## src/rtl/alu_seq.sv

```systemverilog
// Clocked ALU with registered Z/C/V/N flags and a start/busy/done handshake.
// Shifts run one bit per cycle and multiply is an iterative shift-add.
module alu_seq #(
  parameter int unsigned WIDTH = 8,
  parameter int unsigned CW    = $clog2(WIDTH)
) (
  input  logic             clk,
  input  logic             reset_n,
  input  logic             start,
  input  logic [WIDTH-1:0] A,
  input  logic [WIDTH-1:0] B,
  input  logic [3:0]       Op,
  output logic [WIDTH-1:0] S,
  output logic             zero,
  output logic             carry,
  output logic             ovf,
  output logic             neg,
  output logic             busy,
  output logic             done
);

  localparam logic [3:0] OpMov  = 4'h0;
  localparam logic [3:0] OpNot  = 4'h1;
  localparam logic [3:0] OpAdd  = 4'h2;
  localparam logic [3:0] OpSub  = 4'h3;
  localparam logic [3:0] OpAnd  = 4'h4;
  localparam logic [3:0] OpOr   = 4'h5;
  localparam logic [3:0] OpNegA = 4'h6;
  localparam logic [3:0] OpNegB = 4'h7;
  localparam logic [3:0] OpXor  = 4'h8;
  localparam logic [3:0] OpAdc  = 4'h9;
  localparam logic [3:0] OpSbc  = 4'hA;
  localparam logic [3:0] OpShl  = 4'hB;
  localparam logic [3:0] OpShr  = 4'hC;
  localparam logic [3:0] OpSar  = 4'hD;
  localparam logic [3:0] OpMul  = 4'hE;
  localparam logic [3:0] OpCmp  = 4'hF;

  localparam logic [CW:0] CntOne = {{CW{1'b0}}, 1'b1};

  typedef enum logic [1:0] {StIdle, StShift, StMul} state_e;

  state_e               state_q, state_d;
  logic [WIDTH-1:0]     s_q, s_d;
  logic                 zero_q, zero_d, carry_q, carry_d, ovf_q, ovf_d, neg_q, neg_d;
  logic                 done_q, done_d;
  logic [WIDTH-1:0]     work_q, work_d;
  logic [WIDTH-1:0]     a_q, a_d;
  logic [2*WIDTH-1:0]   prod_q, prod_d;
  logic [CW:0]          cnt_q, cnt_d;
  logic [3:0]           op_q, op_d;

  // Datapath helpers
  logic [WIDTH:0]       add_r, sub_r;
  logic [WIDTH-1:0]     sub_x, sub_y;
  logic                 add_cin, sub_bin, add_v, sub_v;
  logic [WIDTH-1:0]     sh_val;
  logic                 sh_out;
  logic [WIDTH:0]       mul_sum;
  logic [2*WIDTH-1:0]   prod_nx;

  // Write-back request
  logic                 wb, wb_keep_s, wb_c, wb_v;
  logic [WIDTH-1:0]     wb_val;

  always_comb begin
    add_cin = (Op == OpAdc) & carry_q;
    add_r   = {1'b0, A} + {1'b0, B} + {{WIDTH{1'b0}}, add_cin};
    add_v   = (A[WIDTH-1] == B[WIDTH-1]) & (add_r[WIDTH-1] != A[WIDTH-1]);

    // Negates reuse the subtractor with a zero minuend.
    sub_x   = A;
    sub_y   = B;
    sub_bin = (Op == OpSbc) & carry_q;
    if (Op == OpNegA) begin
      sub_x = '0;
      sub_y = A;
    end else if (Op == OpNegB) begin
      sub_x = '0;
      sub_y = B;
    end
    sub_r = {1'b0, sub_x} - {1'b0, sub_y} - {{WIDTH{1'b0}}, sub_bin};
    sub_v = (sub_x[WIDTH-1] != sub_y[WIDTH-1]) & (sub_r[WIDTH-1] != sub_x[WIDTH-1]);
  end

  always_comb begin
    case (op_q)
      OpShl: begin
        sh_val = {work_q[WIDTH-2:0], 1'b0};
        sh_out = work_q[WIDTH-1];
      end
      OpShr: begin
        sh_val = {1'b0, work_q[WIDTH-1:1]};
        sh_out = work_q[0];
      end
      default: begin
        sh_val = {work_q[WIDTH-1], work_q[WIDTH-1:1]};
        sh_out = work_q[0];
      end
    endcase

    // Product register: high half accumulates, low half holds the unused multiplier bits.
    mul_sum = {1'b0, prod_q[2*WIDTH-1:WIDTH]} + (prod_q[0] ? {1'b0, a_q} : '0);
    prod_nx = {mul_sum, prod_q[WIDTH-1:1]};
  end

  always_comb begin
    state_d   = state_q;
    s_d       = s_q;
    zero_d    = zero_q;
    carry_d   = carry_q;
    ovf_d     = ovf_q;
    neg_d     = neg_q;
    done_d    = 1'b0;
    work_d    = work_q;
    a_d       = a_q;
    prod_d    = prod_q;
    cnt_d     = cnt_q;
    op_d      = op_q;
    wb        = 1'b0;
    wb_keep_s = 1'b0;
    wb_val    = '0;
    wb_c      = carry_q;
    wb_v      = 1'b0;

    unique case (state_q)
      StIdle: begin
        if (start) begin
          op_d = Op;
          case (Op)
            OpMov: begin wb = 1'b1; wb_val = A;     end
            OpNot: begin wb = 1'b1; wb_val = ~A;    end
            OpAnd: begin wb = 1'b1; wb_val = A & B; end
            OpOr:  begin wb = 1'b1; wb_val = A | B; end
            OpXor: begin wb = 1'b1; wb_val = A ^ B; end
            OpAdd, OpAdc: begin
              wb     = 1'b1;
              wb_val = add_r[WIDTH-1:0];
              wb_c   = add_r[WIDTH];
              wb_v   = add_v;
            end
            OpSub, OpSbc, OpNegA, OpNegB, OpCmp: begin
              wb        = 1'b1;
              wb_keep_s = (Op == OpCmp);
              wb_val    = sub_r[WIDTH-1:0];
              wb_c      = sub_r[WIDTH];
              wb_v      = sub_v;
            end
            OpShl, OpShr, OpSar: begin
              if (B[CW-1:0] == '0) begin
                wb     = 1'b1;
                wb_val = A;
              end else begin
                state_d = StShift;
                work_d  = A;
                cnt_d   = {1'b0, B[CW-1:0]};
              end
            end
            OpMul: begin
              state_d = StMul;
              a_d     = A;
              prod_d  = {{WIDTH{1'b0}}, B};
              cnt_d   = (CW+1)'(WIDTH);
            end
            default: ;
          endcase
        end
      end
      StShift: begin
        work_d = sh_val;
        cnt_d  = cnt_q - CntOne;
        if (cnt_q == CntOne) begin
          wb      = 1'b1;
          wb_val  = sh_val;
          wb_c    = sh_out;
          state_d = StIdle;
        end
      end
      StMul: begin
        prod_d = prod_nx;
        cnt_d  = cnt_q - CntOne;
        if (cnt_q == CntOne) begin
          wb      = 1'b1;
          wb_val  = prod_nx[WIDTH-1:0];
          wb_c    = |prod_nx[2*WIDTH-1:WIDTH];
          state_d = StIdle;
        end
      end
      default: state_d = StIdle;
    endcase

    if (wb) begin
      done_d  = 1'b1;
      zero_d  = (wb_val == '0);
      neg_d   = wb_val[WIDTH-1];
      carry_d = wb_c;
      ovf_d   = wb_v;
      if (!wb_keep_s) s_d = wb_val;
    end
  end

  always_ff @(posedge clk or negedge reset_n) begin
    if (!reset_n) begin
      state_q <= StIdle;
      s_q     <= '0;
      zero_q  <= 1'b1;
      carry_q <= 1'b0;
      ovf_q   <= 1'b0;
      neg_q   <= 1'b0;
      done_q  <= 1'b0;
      work_q  <= '0;
      a_q     <= '0;
      prod_q  <= '0;
      cnt_q   <= '0;
      op_q    <= '0;
    end else begin
      state_q <= state_d;
      s_q     <= s_d;
      zero_q  <= zero_d;
      carry_q <= carry_d;
      ovf_q   <= ovf_d;
      neg_q   <= neg_d;
      done_q  <= done_d;
      work_q  <= work_d;
      a_q     <= a_d;
      prod_q  <= prod_d;
      cnt_q   <= cnt_d;
      op_q    <= op_d;
    end
  end

  assign S     = s_q;
  assign zero  = zero_q;
  assign carry = carry_q;
  assign ovf   = ovf_q;
  assign neg   = neg_q;
  assign busy  = (state_q != StIdle);
  assign done  = done_q;

endmodule

```

## config.mk

```make
export PLATFORM = sky130hd
export DESIGN_NAME = alu_seq
export DESIGN_NICKNAME = d
export VERILOG_FILES = /design/src/rtl/alu_seq.sv
export SDC_FILE = /design/constraint.sdc
export NUM_CORES = 1
export LEC_CHECK = 0
export BUFFER_PORTS_ARGS = -buffer_cell sky130_fd_sc_hd__buf_2
export CAP_MARGIN = 5
export CELL_PAD_IN_SITES_DETAIL_PLACEMENT = 1
export CELL_PAD_IN_SITES_GLOBAL_PLACEMENT = 2
export CORE_MARGIN = 2
export CORE_UTILIZATION = 39
export CTS_BUF_LIST = sky130_fd_sc_hd__clkbuf_2
export DETAILED_ROUTE_END_ITERATION = 8
export PLACE_DENSITY = 0.95
export SLEW_MARGIN = 20
export SYNTH_ARGS = -nofsm -noshare
export SYNTH_HDL_FRONTEND = slang
export SYNTH_SLANG_ARGS = --single-unit
```

## constraint.sdc

```tcl
create_clock -name clk -period 4 [get_ports clk]
set_input_delay 0.6 -clock clk [delete_from_list [all_inputs] [get_ports clk]]
set_output_delay 0.6 -clock clk [all_outputs]
set_load 0.02 [all_outputs]
```

==> results.py, run 1 <==
metrics = {
    "synth": {
        "synth_top_area_share": 0.267,
        "netlist_instances": 599,
        "synth_area_leaders": "dfrtp_1 (27%), ha_1 (10%), nand2_1 (5.9%)",
        "syn_area_per_cell_um2": 8.44,
        "syn_area_um2": 5060,
        "post_synth_num_cell_types": 87,
        "synthTopCellsByCount": "nand2_1 (79), dfrtp_1 (54), ha_1 (42), nor2_1 (42), o21ai_0 (40)",
        "synth_warnings": 0,
        "yosys.area.top_type": "dfrtp_1",
        "async_flop_share": 1.00,
        "ys_seq_area_frac": 0.272,
        "ys_ff_latch": 55,
        "syn-num-nets": 669,
        "synth_most_common_cell": "nand2_1",
        "synth_edf_count": 0,
        "synthFlopType": "dfrtp_1",
    },
    "sta": {
        "grt_setup_unrepaired": "false",
        "period_minus_slack_ns": 3.41,
        "fin_crit_sh": 0.854,
        "max_slew_margin": 0.362,
        "max_slew.worst_pin.slew_ns": 0.957,
        "setup_viol": 0,
        "clock.fmax_mhz": 293,
        "finalSetupTns_ns": 0,
        "drv_slew": 0,
        "finalHoldWorstSlack_ns": 0.188,
        "skew_ns": 0.0442,
        "final_hold_viol_count": 0,
    },
    "flow_run": {
        "maxCapViolations": 0,
    },
    "pwr": {
        "ir_drop_mv": 0.167,
        "switching_power_mw": 1.44,
        "clock_power_share": 0.096,
        "swShare": 0.477,
        "p_int_mw": 1.58,
        "combPwrFrac": 0.578,
        "seq_power_share": 0.325,
        "total_power_mw": 3.01,
        "powerDensity_nw_per_um2": 555,
        "power.leakage_nw": 2.47,
    },
    "finish": {
        "fillCellCount": 1589,
        "syn_to_final_growth_pct": 7.45,
        "final_area_um2": 5430,
        "nets": 694,
        "diodes": 0,
        "layout-drive-gt1-share": 0.179,
        "postLayoutCoreUtil": 0.430,
    },
    "floorplan": {
        "die_area_um2": 13900,
        "die_x_um": 118,
        "die_h_um": 118,
        "ios": 37,
        "start_util": 0.401,
        "fp.coreArea_um2": 12600,
        "rows": 41,
    },
    "setup_path": {
        "required_ns": 4.42,
        "path_class": "reg -> reg",
        "slowest_delay_ns": 0.52,
        "cp_slowest_cell": "dfrtp_1",
        "path_cells": "nand2_1, or2_2, fa_1, fa_1, or2_2, mux4_2, o221a_1, o211a_1, o211ai_2, or4_1, o31ai_2",
        "critPathLaunchType": "flip-flop",
        "critPathArrivalTime_ns": 3.84,
        "cp-end-kind": "flip-flop",
        "crit_fanout": 3,
    },
    "clock_network": {
        "cts_setup_buffers": 0,
        "root_buffer": "clkbuf_2",
        "path_clk_slew_ns": 0.28,
        "h-tree-depth": 2,
        "clock_latency_ns": 0.50,
        "cts-hold-fix-buffers": 0,
        "cts_made_buffers": 5,
        "cts.path.max_buffers": 2,
        "cts-resized-gates": 0,
        "clock_sinks": 55,
        "tritoncts": "yes",
    },
    "drt": {
        "drt-total-wl_um": 17300,
        "remaining_drc_errors": 0,
        "firstDrtPassIters": 5,
        "antenna_left": 0,
        "drt-initial-drc-count": 333,
        "avgViaCountPerCell": 5.99,
        "dr_total_vias": 4774,
        "wl_per_cell_um": 21.7,
    },
    "global_routing": {
        "antenna_found_initial": 0,
        "gr-usage-all-layers": 0.255,
        "overflow": 0,
        "grt_pass1_wl_um": 27800,
        "grt_pass1_vias": 4961,
        "grt_max_degree": 56,
    },
    "placement": {
        "dpl-instance-area_um2": 5370,
        "routabilityCongestion": 1.01,
        "port_buffers": 36,
        "hpwl_um": 13800,
    },
    "run_status": {
        "outcome": "finished, final reports clean",
    },
    "min_path": {
        "min_path_type": "in -> async",
    },
}
## stage by stage
| step | setup slack (ns) | instances |
|---|---|---|
| 2_1_floorplan | 0.0541 | 599 |
| 3_3_place_gp | 0.218 | 789 |
| 3_5_place_dp | 0.106 | 789 |
| 4_1_cts | 0.592 | 797 |
| 5_1_grt | 0.450 | 797 |
| 6_report | 0.586 | 797 |
## sequential cells by signal, indices dropped and copies added, names as in the netlist
| signal | count |
|---|---|
| prod_q | 16 |
| S | 8 |
| a_q | 8 |
| work_q | 8 |
| cnt_q | 4 |
| op_q | 4 |
| state_q | 2 |
| carry | 1 |
| done | 1 |
| neg | 1 |
| ovf | 1 |
| zero | 1 |
## worst paths after layout
check | start | endpoint | slack (ns) | cells past startpoint
max | carry | zero | 0.59 | 11
min | reset_n | prod_q[10] | 0.19 | 2
max reg2reg | carry | zero | 0.59 | 11
min reg2reg | zero | zero | 0.53 | 2
max in group asynchronous | reset_n | op_q[0] | 3.30 | 2
min in group clk | B[5] | prod_q[5] | 0.40 | 3
## worst max-delay path: cells and delay by family, from the launching register on
kind	cells	cell delay [ns]
DFF	1	0.52
adders and majority gates	2	0.92
AOI/OAI and AO/OA	4	0.69
muxes	1	0.22
and+or+nand+nor	4	1.00
## layout make-up
type	count	area, um2	area share
clock inverter	3	38.8	0.00714
inverter	41	154	0.0283
tap	172	215	0.0396
clock buffer	5	25.0	0.00461
sequential	55	1380	0.254
timing repair buffer	48	270	0.0497
multi-input combinational	473	3350	0.617
## metal layers
layer / vias to the layer above / track usage / share of wire
met5: - / 0 / 0
li1: 2193 / - / -
met2: 138 / 0.432 / 0.48
met1: 2409 / 0.334 / 0.44
met4: 0 / 0.0904 / 0.034
met3: 34 / 0.0315 / 0.045
## cells by family (layout without fill, tap and decap cells)
group,Yosys count,in the layout,share of synthesized area
AND/OR/NAND/NOR,206,206,0.201
adder cells (fa/ha/maj),47,47,0.124
multiplexers,30,30,0.0700
XOR/XNOR,19,19,0.0329
flip-flops,55,55,0.272
buffers and inverters,71,97,0.0668
AO/OA/AOI/OAI,171,171,0.233
## placed cells by master (no fill, tap or decap), types with 8 or more instances in the layout
master / Yosys / final
dfrtp_1: 54 / 54
buf_4: 3 / 12
mux2_2: 21 / 21
xnor2_1: 12 / 12
or2_2: 8 / 8
nand3b_1: 8 / 8
a21oi_1: 32 / 32
nor2_1: 42 / 42
ha_1: 42 / 42
o21ai_0: 40 / 40
a31oi_1: 13 / 13
and2_1: 11 / 11
nand2_1: 79 / 79
nor3_1: 10 / 10
inv_1: 39 / 39
nand3_1: 10 / 10
buf_2: 7 / 36
## power by group through the flow
| stage | Clock, mW | Sequential (mW) | Combinational [mW] |
|---|---|---|---|
| detailed placement | 0 | 0.994 | 1.72 |
| finish | 0.291 | 0.981 | 1.74 |
| CTS | 0.298 | 0.980 | 1.73 |
| global route | 0.319 | 1.02 | 1.91 |
| floorplan | 0 | 1.01 | 1.18 |
| global placement | 0 | 0.972 | 1.65 |
(Power assumes the default switching activity.)
==> run 2: changes to the inputs <==
--- a/config.mk
+++ b/config.mk
@@ -5,15 +5,16 @@
 export SDC_FILE = /design/constraint.sdc
 export NUM_CORES = 1
 export LEC_CHECK = 0
+export ABC_AREA = 1
 export BUFFER_PORTS_ARGS = -buffer_cell sky130_fd_sc_hd__buf_2
 export CAP_MARGIN = 5
 export CELL_PAD_IN_SITES_DETAIL_PLACEMENT = 1
 export CELL_PAD_IN_SITES_GLOBAL_PLACEMENT = 2
 export CORE_MARGIN = 2
-export CORE_UTILIZATION = 39
+export CORE_UTILIZATION = 35
 export CTS_BUF_LIST = sky130_fd_sc_hd__clkbuf_2
 export DETAILED_ROUTE_END_ITERATION = 8
-export PLACE_DENSITY = 0.95
+export PLACE_DENSITY = 0.94
 export SLEW_MARGIN = 20
 export SYNTH_ARGS = -nofsm -noshare
 export SYNTH_HDL_FRONTEND = slang
==> run 2 against run 1 <==
  * Largest power group unchanged
  * Critical endpoint is now prod_q[13]
  * Clock skew is 0.0016 ns higher
  * Register-to-register slack better by 0.26 ns
  * Non-clock buffer count is 6 lower
  * Cell count is 20% higher
  * Sequential share of layout area is 0.19 points higher
  * Highest routed layer unchanged
==> results.py, run 2 <==
metrics = {
    "synth": {
        "post_synth_num_cell_types": 40,
        "ys_seq_area_frac": 0.279,
        "synth_edf_count": 0,
        "syn_area_per_cell_um2": 6.68,
        "synth_top_area_share": 0.273,
        "synth_warnings": 0,
        "async_flop_share": 1.00,
        "yosys.area.top_type": "dfrtp_1",
        "synthFlopType": "dfrtp_1",
        "synth_area_leaders": "dfrtp_1 (27%), nand2_1 (17%), ha_1 (11%)",
        "syn-num-nets": 810,
        "syn_area_um2": 4940,
        "ys_ff_latch": 55,
        "synth_most_common_cell": "nand2_1",
        "synthTopCellsByCount": "nand2_1 (228), inv_1 (105), o21ai_0 (61)",
        "netlist_instances": 740,
    },
    "drt": {
        "drt-total-wl_um": 17000,
        "firstDrtPassIters": 4,
        "dr_total_vias": 5043,
        "drt-initial-drc-count": 297,
        "avgViaCountPerCell": 5.26,
        "remaining_drc_errors": 0,
        "wl_per_cell_um": 17.7,
        "antenna_left": 0,
    },
    "clock_network": {
        "tritoncts": "yes",
        "cts_made_buffers": 5,
        "h-tree-depth": 2,
        "cts_setup_buffers": 0,
        "cts-resized-gates": 0,
        "clock_latency_ns": 0.50,
        "clock_sinks": 55,
        "path_clk_slew_ns": 0.31,
        "cts.path.max_buffers": 2,
        "root_buffer": "clkbuf_2",
    },
    "pwr": {
        "ir_drop_mv": 0.198,
        "switching_power_mw": 1.42,
        "clock_power_share": 0.102,
        "powerDensity_nw_per_um2": 526,
        "swShare": 0.500,
        "combPwrFrac": 0.565,
        "seq_power_share": 0.333,
        "power.leakage_nw": 2.91,
        "p_int_mw": 1.42,
    },
    "floorplan": {
        "die_area_um2": 15100,
        "die_h_um": 123,
        "ios": 37,
        "die_x_um": 123,
        "start_util": 0.357,
        "fp.coreArea_um2": 13800,
        "rows": 43,
    },
    "placement": {
        "routabilityCongestion": 0.954,
        "hpwl_um": 14100,
        "port_buffers": 36,
        "place_inst": 948,
    },
    "sta": {
        "setup_viol": 0,
        "fin_crit_sh": 0.788,
        "grt_setup_unrepaired": "false",
        "max_slew.worst_pin.slew_ns": 0.994,
        "max_slew_margin": 0.337,
        "drv_slew": 0,
        "final_hold_viol_count": 0,
        "clock.fmax_mhz": 317,
        "skew_ns": 0.0458,
        "period_minus_slack_ns": 3.15,
        "finalSetupTns_ns": 0,
    },
    "setup_path": {
        "critPathLaunchType": "flip-flop",
        "path_class": "reg -> reg",
        "crit_fanout": 26,
        "required_ns": 4.39,
        "cp-end-kind": "flip-flop",
        "critPathArrivalTime_ns": 3.54,
        "rrSetupSlack_ns": 0.85,
    },
    "run_status": {
        "outcome": "finished, final reports clean",
    },
    "finish": {
        "final_cells": 958,
        "regMostFlops": "prod_q",
        "layout-drive-gt1-share": 0.100,
        "most-common-layout-cells": "nand2_1 (228), inv_1 (105), o21ai_0 (61)",
        "largest_reg_flops": 16,
        "syn_to_final_growth_pct": 9.09,
        "layout_commonest_cell": "nand2_1",
        "fillCellCount": 1828,
        "nets": 846,
    },
    "global_routing": {
        "overflow": 0,
        "grt_pass1_vias": 5251,
        "antenna_found_initial": 1,
        "gr-usage-all-layers": 0.234,
        "grt_max_degree": 44,
        "grt_pass1_wl_um": 27400,
    },
    "min_path": {
        "min_path_type": "in -> reg",
    },
    "flow_run": {
        "maxCapViolations": 0,
    },
}
==> run 2: changes by cell type after synthesis, moves of 8 or more <==
cell | before | now
nand3_1 | 10 | 52
nand4_1 | 2 | 12
nor2_1 | 42 | 52
xnor2_1 | 12 | 4
inv_1 | 39 | 105
nor3_1 | 10 | 2
o21ai_0 | 40 | 61
and2_1 | 11 | 0
nand2_1 | 79 | 228
mux2_2 | 21 | 0
==> run 2: repair_timing <==
| item | 4_1_cts | 5_1_grt |
|---|---|---|
| endpoints found under the hold margin | 12 | 0 |
| setup endpoints to repair | 0 | 0 |
| hold buffers | 1 | 0 |
==> run 2: metrics by stage <==
step           setup slack [ns]  utilization  cell area [um2]  power (mW)  hold WS [ns]
2_1_floorplan             0.819            -             4940        2.05         0.304
3_3_place_gp              0.483        0.384             5320        2.47         0.459
3_5_place_dp              0.424        0.384             5320        2.55         0.468
4_1_cts                   0.921        0.390             5390        2.84         0.421
5_1_grt                   0.516        0.390             5390        3.09         0.433
6_report                  0.849        0.390             5390        2.84         0.448
==> run 2: kinds of logic after synthesis <==
| logic type | synth area share |
|---|---|
| multiplexers | 0.00304 |
| AO/OA/AOI/OAI | 0.161 |
| adder cells (fa/ha/maj) | 0.127 |
| AND/OR/NAND/NOR | 0.319 |
| flip-flops | 0.279 |
| buffers and inverters | 0.0977 |
| XOR/XNOR | 0.0142 |
==> run 2: cell type report <==
cell class	count	area, um2	share of cell area
flip-flops and latches	55	1380	0.256
inverters	110	413	0.0766
well taps	180	225	0.0418
diodes	1	2.50	0.000464
clock buffers	5	25.0	0.00464
repair buffers	42	228	0.0422
multi-input cells	562	3080	0.572
clock inverters	3	38.8	0.00719
==> run 2: worst max-delay path: stages (launching register included) <==
cell and delay (ns):
dfrtp_1 0.49, inv_1 0.11, ha_1 0.50, clkinv_1 0.38, o21ai_2 0.87, nand2_1 0.43, o22ai_1 0.26
==> run 2: metal layers <==
metal | track usage | share of wire | vias up
li1 | - | - | 2469
met1 | 0.311 | 0.47 | 2463
met2 | 0.400 | 0.47 | 90
met3 | 0.0270 | 0.038 | 21
met4 | 0.0596 | 0.018 | 0
met5 | 0 | 0 | -
==> run 2: final timing paths <==
| kind | start | to | depth (start not counted) |
|---|---|---|---|
| max | state_q[0] | prod_q[13] | 6 |
| min | B[2] | prod_q[2] | 3 |
| max reg2reg | state_q[0] | prod_q[13] | 6 |
| min reg2reg | zero | zero | 2 |
| max in group asynchronous | reset_n | a_q[4] | 3 |
| min in group asynchronous | reset_n | prod_q[12] | 2 |
==> run 2: power by group through the flow <==
stage	registers, mW	logic (mW)	clock network [mW]
3_3_place_gp	0.942	1.53	0
4_1_cts	0.944	1.60	0.294
2_1_floorplan	0.973	1.08	0
6_report	0.943	1.60	0.290
3_5_place_dp	0.956	1.59	0
5_1_grt	0.972	1.80	0.315
==> run 3: changes to the inputs <==
--- a/config.mk
+++ b/config.mk
@@ -5,16 +5,16 @@
 export SDC_FILE = /design/constraint.sdc
 export NUM_CORES = 1
 export LEC_CHECK = 0
-export ABC_AREA = 1
+export ABC_AREA = 0
 export BUFFER_PORTS_ARGS = -buffer_cell sky130_fd_sc_hd__buf_2
 export CAP_MARGIN = 5
 export CELL_PAD_IN_SITES_DETAIL_PLACEMENT = 1
 export CELL_PAD_IN_SITES_GLOBAL_PLACEMENT = 2
 export CORE_MARGIN = 2
-export CORE_UTILIZATION = 35
+export CORE_UTILIZATION = 39
 export CTS_BUF_LIST = sky130_fd_sc_hd__clkbuf_2
 export DETAILED_ROUTE_END_ITERATION = 8
-export PLACE_DENSITY = 0.94
+export PLACE_DENSITY = 0.95
 export SLEW_MARGIN = 20
 export SYNTH_ARGS = -nofsm -noshare
 export SYNTH_HDL_FRONTEND = slang
==> constraint.sdc (replaced) <==
create_clock -name clk -period 3 [get_ports clk]
set_input_delay 0.45 -clock clk [delete_from_list [all_inputs] [get_ports clk]]
set_output_delay 0.45 -clock clk [all_outputs]
set_load 0.02 [all_outputs]
==> run 3 against run 2 <==
  * The flow now finishes with violations (setup timing)
  * Global-route usage is 2.9 points higher
  * Register-to-register slack worse by 1.1 ns
  * Clock power hardly changed
  * Cell count is 9.1% lower
  * Critical endpoint is now zero
  * Largest power group unchanged
==> results.py, run 3 (synthesized netlist as in run 1, its figures left out) <==
metrics = {
    "run_status": {
        "outcome": "finished with violations",
        "violations": "setup timing",
    },
    "pwr": {
        "power.leakage_nw": 2.85,
        "powerDensity_nw_per_um2": 693,
        "total_power_mw": 4.23,
        "ir_drop_mv": 0.244,
    },
    "setup_path": {
        "crit_fanout": 2,
        "critPathArrivalTime_ns": 3.66,
        "required_ns": 3.41,
        "cp-end-kind": "flip-flop",
        "path_class": "reg -> reg",
        "critPathLaunchType": "flip-flop",
    },
    "sta": {
        "setup_viol": 3,
        "setup_ws_ns": -0.247,
        "max_slew.worst_pin.slew_ns": 0.595,
        "period_minus_slack_ns": 3.25,
        "skew_ns": 0.0295,
        "finalHoldWorstSlack_ns": 0.391,
        "final_hold_viol_count": 0,
        "max_slew_margin": 0.604,
        "drv_slew": 0,
        "clock.fmax_mhz": 308,
        "grt_setup_unrepaired": "true",
        "fin_crit_sh": 1.08,
    },
    "clock_network": {
        "tritoncts": "yes",
        "path_clk_slew_ns": 0.26,
        "cts.path.max_buffers": 2,
        "h-tree-depth": 2,
        "clock_latency_ns": 0.47,
        "root_buffer": "clkbuf_2",
        "cts_made_buffers": 5,
        "clock_sinks": 55,
    },
    "finish": {
        "layout-drive-gt1-share": 0.298,
        "final_area_um2": 6110,
        "layout_commonest_cell": "buf_4",
        "largest_reg_flops": 16,
        "syn_to_final_growth_pct": 20.8,
        "nets": 767,
        "regMostFlops": "prod_q",
        "fillCellCount": 1575,
        "most-common-layout-cells": "buf_4 (84), nand2_1 (77), dfrtp_1 (53)",
    },
    "floorplan": {
        "rows": 41,
        "die_area_um2": 13900,
        "die_h_um": 118,
        "start_util": 0.401,
        "fp.coreArea_um2": 12600,
        "ios": 37,
        "die_x_um": 118,
    },
    "drt": {
        "firstDrtPassIters": 5,
        "wl_per_cell_um": 20.5,
        "avgViaCountPerCell": 5.77,
        "drt-total-wl_um": 17900,
        "drt-initial-drc-count": 419,
        "antenna_left": 0,
        "dr_total_vias": 5022,
        "remaining_drc_errors": 0,
    },
    "placement": {
        "routabilityCongestion": 1.01,
        "post-place-ws_ns": -0.537,
        "port_buffers": 36,
        "dpl-instance-area_um2": 5960,
        "hpwl_um": 14500,
    },
    "global_routing": {
        "grt_max_degree": 38,
        "overflow": 0,
        "grt_pass1_wl_um": 28900,
        "grt_pass1_vias": 5392,
        "antenna_found_initial": 1,
        "gr-usage-all-layers": 0.263,
    },
    "min_path": {
        "min_path_type": "in -> reg",
    },
    "flow_run": {
        "maxCapViolations": 0,
    },
}
run 3: cell types whose count changed in the layout (fill, tap and decap cells not counted), moves of 19 or more:
| cell | delta |
|---|---|
| nand2_1 | -151 |
| buf_4 | +79 |
| mux2_2 | +19 |
| o21ai_0 | -25 |
| inv_1 | -68 |
| nand3_1 | -42 |
run 3: worst paths after layout:
check / slack, ns / endpoint / from / cells past startpoint
setup / recovery: -0.25 / zero / carry / 11
hold / removal: 0.39 / prod_q[5] / B[5] / 4
setup reg to reg: -0.25 / zero / carry / 11
hold reg to reg: 0.52 / neg / neg / 2
max in group asynchronous: 1.84 / zero / reset_n / 3
min in group asynchronous: 0.40 / prod_q[11] / reset_n / 2
run 3: worst max-delay path, stage by stage (launching register included):
cell      delay (ns)
dfrtp_2         0.48
nand2_2         0.07
or2_4           0.23
fa_2            0.38
fa_1            0.52
or2_4           0.11
mux4_2          0.22
o221a_1         0.18
o211a_1         0.20
o211ai_2        0.08
or4_4           0.49
o31ai_2         0.23
run 3: report_power, final:
part | leakage, nW | internal (mW) | total (mW) | switching, mW
Combinational | 2.14 | 1.13 | 2.64 | 1.52
Sequential | 0.676 | 1.07 | 1.30 | 0.235
Clock | 0.0281 | 0.0559 | 0.288 | 0.232
Total | 2.85 | 2.25 | 4.23 | 1.98
run 3: metal layers:
metal | wire length [um] | GRT usage | vias to the layer above
met2 | 8860 | 0.459 | 150
met3 | 914 | 0.0262 | 42
li1 | - | - | 2331
met4 | 644 | 0.105 | 0
met5 | 0 | 0 | -
met1 | 7430 | 0.333 | 2499
run 3: metrics by stage:
stage | setup TNS (ns) | instances | util
2_1_floorplan | -2.56 | 599 | -
3_3_place_gp | -2.67 | 859 | 0.472
3_5_place_dp | -3.36 | 859 | 0.472
4_1_cts | -0.524 | 870 | 0.478
5_1_grt | -0.825 | 871 | 0.484
6_report | -0.476 | 871 | 0.484
run 3: timing repair:
item                       4_1_cts  5_1_grt
hold endpoints to repair        16        0
setup endpoints to repair        3        9
setup buffers                    2        0
gates resized for setup          4       14
pin swaps                        1        3
hold buffers                     1        0
run 3: layout make-up:
class	instances	area [um2]	share of cell area
Clock buffer	6	30.0	0.00492
Inverter	41	154	0.0252
Tap cell	172	215	0.0352
Multi-Input combinational cell	473	3500	0.573
Clock inverter	2	7.51	0.00123
Sequential cell	55	1380	0.226
Antenna cell	1	2.50	0.000410
Timing Repair Buffer	121	821	0.134
